===== config.mk =====
export PLATFORM = sky130hd
export DESIGN_NAME = sync_exec
export DESIGN_NICKNAME = d
export VERILOG_FILES = /design/src/rtl/sync_exec.sv
export SDC_FILE = /design/constraint.sdc
export NUM_CORES = 2
export LEC_CHECK = 0
export CAP_MARGIN = 20
export CORE_MARGIN = 3
export CORE_UTILIZATION = 64
export DETAILED_ROUTE_END_ITERATION = 6
export GPL_TIMING_DRIVEN = 0
export PLACE_DENSITY = 0.88
export SLEW_MARGIN = 10
export SYNTH_ARGS = -nofsm -noshare
export SYNTH_HDL_FRONTEND = slang
export SYNTH_SLANG_ARGS = --single-unit

===== constraint.sdc =====
create_clock -name CLK -period 89.2 [get_ports CLK]
set_clock_uncertainty 0.1 [all_clocks]
set_input_delay 13.38 -clock CLK [delete_from_list [all_inputs] [get_ports CLK]]
set_output_delay 13.38 -clock CLK [all_outputs]
set_load 0.01 [all_outputs]

===== src/rtl/sync_exec.sv =====
// sync_exec: executes one timed gating command. A command is armed on DATA_WR,
// started when TIME reaches TIME_START (within LATE_TOL cycles), runs
// N_impulse periods of blank/impulse gating with an optionally stepped
// frequency word, then pulses REQ_COMM so the writer supplies the next entry.
module sync_exec #(
   parameter int REQ_LEN  = 4,
   parameter int LATE_TOL = 2
) (
   input  logic        CLK,
   input  logic        rst,
   input  logic [63:0] TIME,
   input  logic        SYS_TIME_UPDATE,
   input  logic        DATA_WR,
   input  logic [47:0] FREQ,
   input  logic [47:0] FREQ_STEP,
   input  logic [31:0] FREQ_RATE,
   input  logic [63:0] TIME_START,
   input  logic [15:0] N_impulse,
   input  logic [1:0]  TYPE_impulse,
   input  logic [31:0] Interval_Ti,
   input  logic [31:0] Interval_Tp,
   input  logic [31:0] Tblank1,
   input  logic [31:0] Tblank2,
   output logic        REQ_COMM,
   output logic        IMPULSE,
   output logic        BLANK,
   output logic [47:0] FREQ_OUT,
   output logic        BUSY,
   output logic        ERR
);

   localparam logic [1:0] S_IDLE  = 2'd0;
   localparam logic [1:0] S_ARMED = 2'd1;
   localparam logic [1:0] S_RUN   = 2'd2;
   localparam logic [1:0] S_DONE  = 2'd3;

   localparam logic [31:0] REQ_LAST = 32'(REQ_LEN - 1);

   typedef struct packed {
      logic [47:0] freq;
      logic [47:0] step;
      logic [31:0] rate;
      logic [63:0] start;
      logic [15:0] n;
      logic [1:0]  typ;
      logic [31:0] ti;
      logic [31:0] tp;
      logic [31:0] tb1;
      logic [31:0] tb2;
   } cmd_t;

   cmd_t        cmd_in;
   cmd_t        act;
   cmd_t        pend;
   logic        pend_valid;
   logic [1:0]  state;
   logic [31:0] ph;
   logic [15:0] per;
   logic [31:0] rate_cnt;
   logic [31:0] rq_cnt;

   // The run only uses local counters, so a time reload never needs handling.
   logic sys_time_update_unused;
   assign sys_time_update_unused = SYS_TIME_UPDATE;

   assign cmd_in = {FREQ, FREQ_STEP, FREQ_RATE, TIME_START, N_impulse, TYPE_impulse,
                    Interval_Ti, Interval_Tp, Tblank1, Tblank2};

   // Phase window edges, widened so that large intervals cannot wrap.
   logic [33:0] end_blank1;
   logic [33:0] end_imp;
   logic [33:0] end_all;
   logic [33:0] ph_ext;
   logic        imp_next;
   logic        blank_next;
   logic        ph_last;
   logic        per_last;
   logic [64:0] late_lim;
   logic        time_early;
   logic        time_late;
   logic        cmd_bad;
   logic        stepping;

   assign end_blank1 = {2'b00, act.tb1};
   assign end_imp    = end_blank1 + {2'b00, act.ti};
   assign end_all    = end_imp + {2'b00, act.tb2};
   assign ph_ext     = {2'b00, ph};
   assign imp_next   = (ph_ext >= end_blank1) && (ph_ext < end_imp);
   assign blank_next = (ph_ext < end_blank1) || ((ph_ext >= end_imp) && (ph_ext < end_all));
   assign ph_last    = (ph == act.tp - 32'd1);
   assign per_last   = (per == act.n - 16'd1);
   assign late_lim   = {1'b0, act.start} + 65'(LATE_TOL);
   assign time_early = (TIME < act.start);
   assign time_late  = ({1'b0, TIME} > late_lim);
   assign cmd_bad    = (act.tp == 32'd0) || (end_all > {2'b00, act.tp});
   assign stepping   = ((act.typ == 2'd1) || (act.typ == 2'd2)) && (act.rate != 32'd0);

   assign BUSY = (state == S_ARMED) || (state == S_RUN);

   // Command FSM, run counters and all registered outputs.
   always_ff @(posedge CLK or posedge rst) begin
      if (rst) begin
         state      <= S_IDLE;
         act        <= '0;
         pend       <= '0;
         pend_valid <= 1'b0;
         ph         <= '0;
         per        <= '0;
         rate_cnt   <= '0;
         rq_cnt     <= '0;
         IMPULSE    <= 1'b0;
         BLANK      <= 1'b0;
         FREQ_OUT   <= '0;
         REQ_COMM   <= 1'b0;
         ERR        <= 1'b0;
      end else begin
         ERR <= 1'b0;
         case (state)
            S_IDLE, S_ARMED: begin
               IMPULSE <= 1'b0;
               BLANK   <= 1'b0;
               if (state == S_IDLE) FREQ_OUT <= '0;
               if (DATA_WR) begin
                  // A newer write replaces any armed command; an empty slot is dropped.
                  act <= cmd_in;
                  if (cmd_in.start == 64'd0) begin
                     state    <= S_IDLE;
                     FREQ_OUT <= '0;
                  end else begin
                     state <= S_ARMED;
                  end
               end else if ((state == S_ARMED) && !time_early) begin
                  if (time_late || cmd_bad) begin
                     ERR      <= 1'b1;
                     state    <= S_DONE;
                     REQ_COMM <= 1'b1;
                     rq_cnt   <= REQ_LAST;
                  end else if (act.n == 16'd0) begin
                     state    <= S_DONE;
                     REQ_COMM <= 1'b1;
                     rq_cnt   <= REQ_LAST;
                  end else begin
                     state <= S_RUN;
                     ph    <= '0;
                     per   <= '0;
                  end
               end
            end
            S_RUN: begin
               if (DATA_WR) begin
                  pend       <= cmd_in;
                  pend_valid <= 1'b1;
               end
               IMPULSE <= imp_next;
               BLANK   <= blank_next;
               // Reload at impulse start, then step every act.rate cycles while gated.
               if (imp_next && (ph == act.tb1)) begin
                  FREQ_OUT <= act.freq;
                  rate_cnt <= 32'd1;
               end else if (imp_next && stepping) begin
                  if (rate_cnt == act.rate) begin
                     FREQ_OUT <= (act.typ == 2'd1) ? FREQ_OUT + act.step : FREQ_OUT - act.step;
                     rate_cnt <= 32'd1;
                  end else begin
                     rate_cnt <= rate_cnt + 32'd1;
                  end
               end
               if (ph_last) begin
                  ph  <= '0;
                  per <= per + 16'd1;
                  if (per_last) begin
                     state    <= S_DONE;
                     REQ_COMM <= 1'b1;
                     rq_cnt   <= REQ_LAST;
                  end
               end else begin
                  ph <= ph + 32'd1;
               end
            end
            S_DONE: begin
               IMPULSE <= 1'b0;
               BLANK   <= 1'b0;
               if (rq_cnt == 32'd0) begin
                  REQ_COMM   <= 1'b0;
                  pend_valid <= 1'b0;
                  if (DATA_WR) begin
                     // Fresh data from the writer supersedes the pending entry.
                     act <= cmd_in;
                     state <= (cmd_in.start == 64'd0) ? S_IDLE : S_ARMED;
                     if (cmd_in.start == 64'd0) FREQ_OUT <= '0;
                  end else if (pend_valid) begin
                     act <= pend;
                     state <= (pend.start == 64'd0) ? S_IDLE : S_ARMED;
                     if (pend.start == 64'd0) FREQ_OUT <= '0;
                  end else begin
                     state    <= S_IDLE;
                     FREQ_OUT <= '0;
                  end
               end else begin
                  rq_cnt <= rq_cnt - 32'd1;
                  if (DATA_WR) begin
                     pend       <= cmd_in;
                     pend_valid <= 1'b1;
                  end
               end
            end
            default: state <= S_IDLE;
         endcase
      end
   end

endmodule


==> metrics.md <==
| Metric | Value |
|---|---|
| Unrepaired setup endpoints after global routing | `no` |
| Ys async rst share | `1.00` |
| Complex-gate fraction of the synthesized area | `0.139` |
| Largest net degree at the start of global routing | `about 120` |
| Synth Area in XOR/XNOR | `0.0540` |
| Die Footprint | `0.0861 mm^2` |
| Post-route setup TNS | `0 ns` |
| Synth Register Bits | `843` |
| Number of antenna violations at the first check in global routing | `27` |
| Max Clock Freq | `56.5 MHz` |
| Worst Path Required | `89.62 ns` |
| Postcts setup bufs | `0` |
| Final wirelength | `166000 um` |
| Area contributors post-synth | `dfrtp_1 (40%), ha_1 (9.0%), mux2_2 (7.2%)` |
| Htree depth | `3` |
| Nets | `between 6000 and 7000` |
| Post-synth top area cell | `dfrtp_1` |
| Max-Cap Viols | `0` |
| Worst vdd ir | `0.0000279 V` |
| Final setup viols | `0` |
| Syn nets | `6298` |
| Clk Latency, worst-skew pair | `0.66 ns` |
| Cell Pwr Density | `41.8 mW/mm^2` |
| Synth Instances | `5508` |
| Final period util | `0.199` |
| Initial DRC Count | `between 4000 and 5000` |
| Avg WL per Cell | `between 20 and 25 um` |
| Vias per std cell | `6.41` |
| Antenna-violating nets left | `0` |
| Grt total ovfl | `0` |
| DPL Wire Length | `126000 um` |
| Post-route cell area | `approximately 0.062 mm^2` |
| Failing checks | `design-rule violations` |
| Post-CTS Resized | `0` |
| Via count | `between 40000 and 50000` |
| Worst slew margin | `0.183` |
| Outcome | `finished, violations left` |
| Hold buffers post-CTS | `0` |
| Core footprint | `0.0812 mm^2` |
| First-pass GRT wire length | `approximately 250000 um` |
| Die height | `293 um` |
| Placed inst area | `0.0591 mm^2` |
| CTS sink cnt | `between 800 and 900` |
| Die X | `293 um` |
| Clk slew on worst S/H paths | `0.07 ns` |
| Worst-path maximum fanout | `10` |
| Netlist cell types | `92` |
| Post-synth EDFFs | `0` |
| Cell Area, Synth | `0.0529 mm^2` |
| GPL Wtd Cong | `0.996` |
| Area delta synth->final | `17.2%` |
| Vias in the first global route | `46100` |
| Layout cells sized above 1 | `0.0882` |
| Proportion of synthesized area in mux cells | `0.142` |
| Top FF cell, synth | `dfrtp_1` |
| Slew Limit Fails | `0` |
| Largest family of logic cells by synthesized area | `multiplexers` |
| Synthesized-area fraction occupied by adder cells | `0.0913` |
| CP Launch Type | `primary input` |
| Tot GR Track Use | `0.376` |
| CP endpoint kind | `flop` |
| Fin. Hold Viols | `0` |
| Starting Density | `0.651` |
| # DRC | `2` |
| Share of Yosys cell area claimed by the top area cell type | `0.399` |
| TritonRoute pass-1 iters | `7` |
| Slew of the pin with the lowest slew margin | `1.23 ns` |
| Top Ports | `459` |
| Critical Path AT | `18.13 ns` |
| Port-buffer cells | `457` |
| Rows | `roughly 100` |
| Seq/Total Area, Yosys | `0.399` |
| Simple-gate share of the synthesized area | `0.137` |
| Filler cell count | `5409` |
| Worst-case clock buffer depth | `3` |
| Synth warnings | `0` |
| Critical path class | `primary input to flop` |
| Period minus WS final | `17.71 ns` |
| Syn avg cell area | `slightly below 10 um^2` |
| CTS tree | `yes` |
| CTS Buf Count | `86` |
| Worst Hold Class | `flop to flop` |
| Leakage | `29.0 nW` |
| Root Driver | `clkbuf_16` |
registers in the layout, summed over array words and instances (netlist names):
| register | count |
|---|---|
| ERR | 1 |
| ph | 32 |
| REQ_COMM | 1 |
| rate_cnt | 32 |
| FREQ_OUT | 48 |
| pend | 338 |
| BLANK | 1 |
| per | 16 |
| IMPULSE | 1 |
| rq_cnt | 32 |
| act | 338 |
| state | 2 |
| pend_valid | 1 |
cell usage after synthesis, drive strengths merged, types with 69 or more instances:
cell      n
dfrtp   843
xnor2   186
a21o    103
o21ai   536
nor3    111
mux2    340
a21oi   254
mux2i   366
nor2    260
o31ai    69
nand2   582
nand3   118
inv     272
clkbuf  229
nor4    113
xor2    140
ha      381
nand4    93
cell usage in the layout (no fill, tap or decap), drive strengths merged, types with 17 or more instances in the layout:
master	n
a21o	103
and3	42
o21bai	23
xor2	140
nand2b	25
inv	276
nand2	582
ha	381
nor2	260
o22a	17
clkbuf	347
a31oi	35
nor3	111
clkdlybuf4s50	457
a21oi	254
mux2i	366
a211oi	24
o21ai	536
diode	21
nor4	113
dfrtp	843
clkinv	20
or4	27
or3	31
xnor2	186
o21a	20
nand3	118
and2	20
buf	37
o31ai	69
nor2b	32
nand4	93
mux2	340
power by group:
group	switching [W]	leakage [nW]	total, W	internal (W)
logic	0.000911	17.2	0.00153	0.000621
registers	0.000147	10.5	0.000694	0.000547
clock network	0.000160	1.39	0.000368	0.000207
metal layers:
metal | up-vias | global-route usage | wire length (um)
li1 | 21000 | - | -
met1 | 22500 | 0.484 | 65100
met2 | 2256 | 0.593 | 75100
met3 | 504 | 0.0865 | 15700
met4 | 12 | 0.205 | 9700
met5 | - | 0 | 74
critical path: stages:
cell,delay [ns]
clkdlybuf4s50_1,0.47
ha_1,0.35
nand4_1,0.18
nor4_1,0.76
nand4b_1,0.35
nor2_1,0.22
a221oi_1,0.09
a21oi_1,0.48
a211o_1,0.29
a211oi_2,0.09
a21oi_2,0.40
buf_2,0.31
clkbuf_1,0.49
o31ai_1,0.16
o41ai_1,0.09
final cells by class:
cell class                      count  area [um^2]  area share
Buffer                            251          981      0.0158
Clock inverter                     35          389     0.00628
Antenna cell                       21         52.6    0.000848
Sequential cell                   843        21100       0.340
Tap cell                         1060         1330      0.0214
Clock buffer                      118         2440      0.0394
Inverter                          272         1030      0.0166
Timing Repair Buffer              472         4870      0.0786
Multi-Input combinational cell   4142        29800       0.481
per-stage QoR:
step	cells	total power (W)	util	setup slack, ns	hold slack, ns
2_1_floorplan	5508	0.00175	-	52.04	0.342
3_3_place_gp	7025	0.00210	0.724	43.23	0.364
3_5_place_dp	7037	0.00217	0.727	71.07	0.369
4_1_cts	7190	0.00256	0.762	71.70	0.383
5_1_grt	7207	0.00278	0.763	71.26	0.401
6_report	7214	0.00259	0.763	71.49	0.386
kinds of logic (layout without fill, tap and decap cells):
kind of cell,count (synthesis),after routing
AND/OR/NAND/NOR,1506,1506
AO/OA/AOI/OAI,1220,1220
flip-flops,843,843
multiplexers,706,706
buffers and inverters,523,1148
adder cells (fa/ha/maj),384,384
XOR/XNOR,326,326
other,0,21
worst paths after layout:
check / startpoint / endpoint / slack (ns) / depth (start not counted)
max: TIME[39] / ph[18] / 71.49 / 15
min: act[296] / act[296] / 0.39 / 2
max reg2reg: act[32] / ph[18] / 80.28 / 34
min reg2reg: act[296] / act[296] / 0.39 / 2
max in group asynchronous: rst / act[139] / 74.02 / 5
min in group asynchronous: rst / pend[23] / 13.07 / 2
Power figures use the tool's default switching activity.
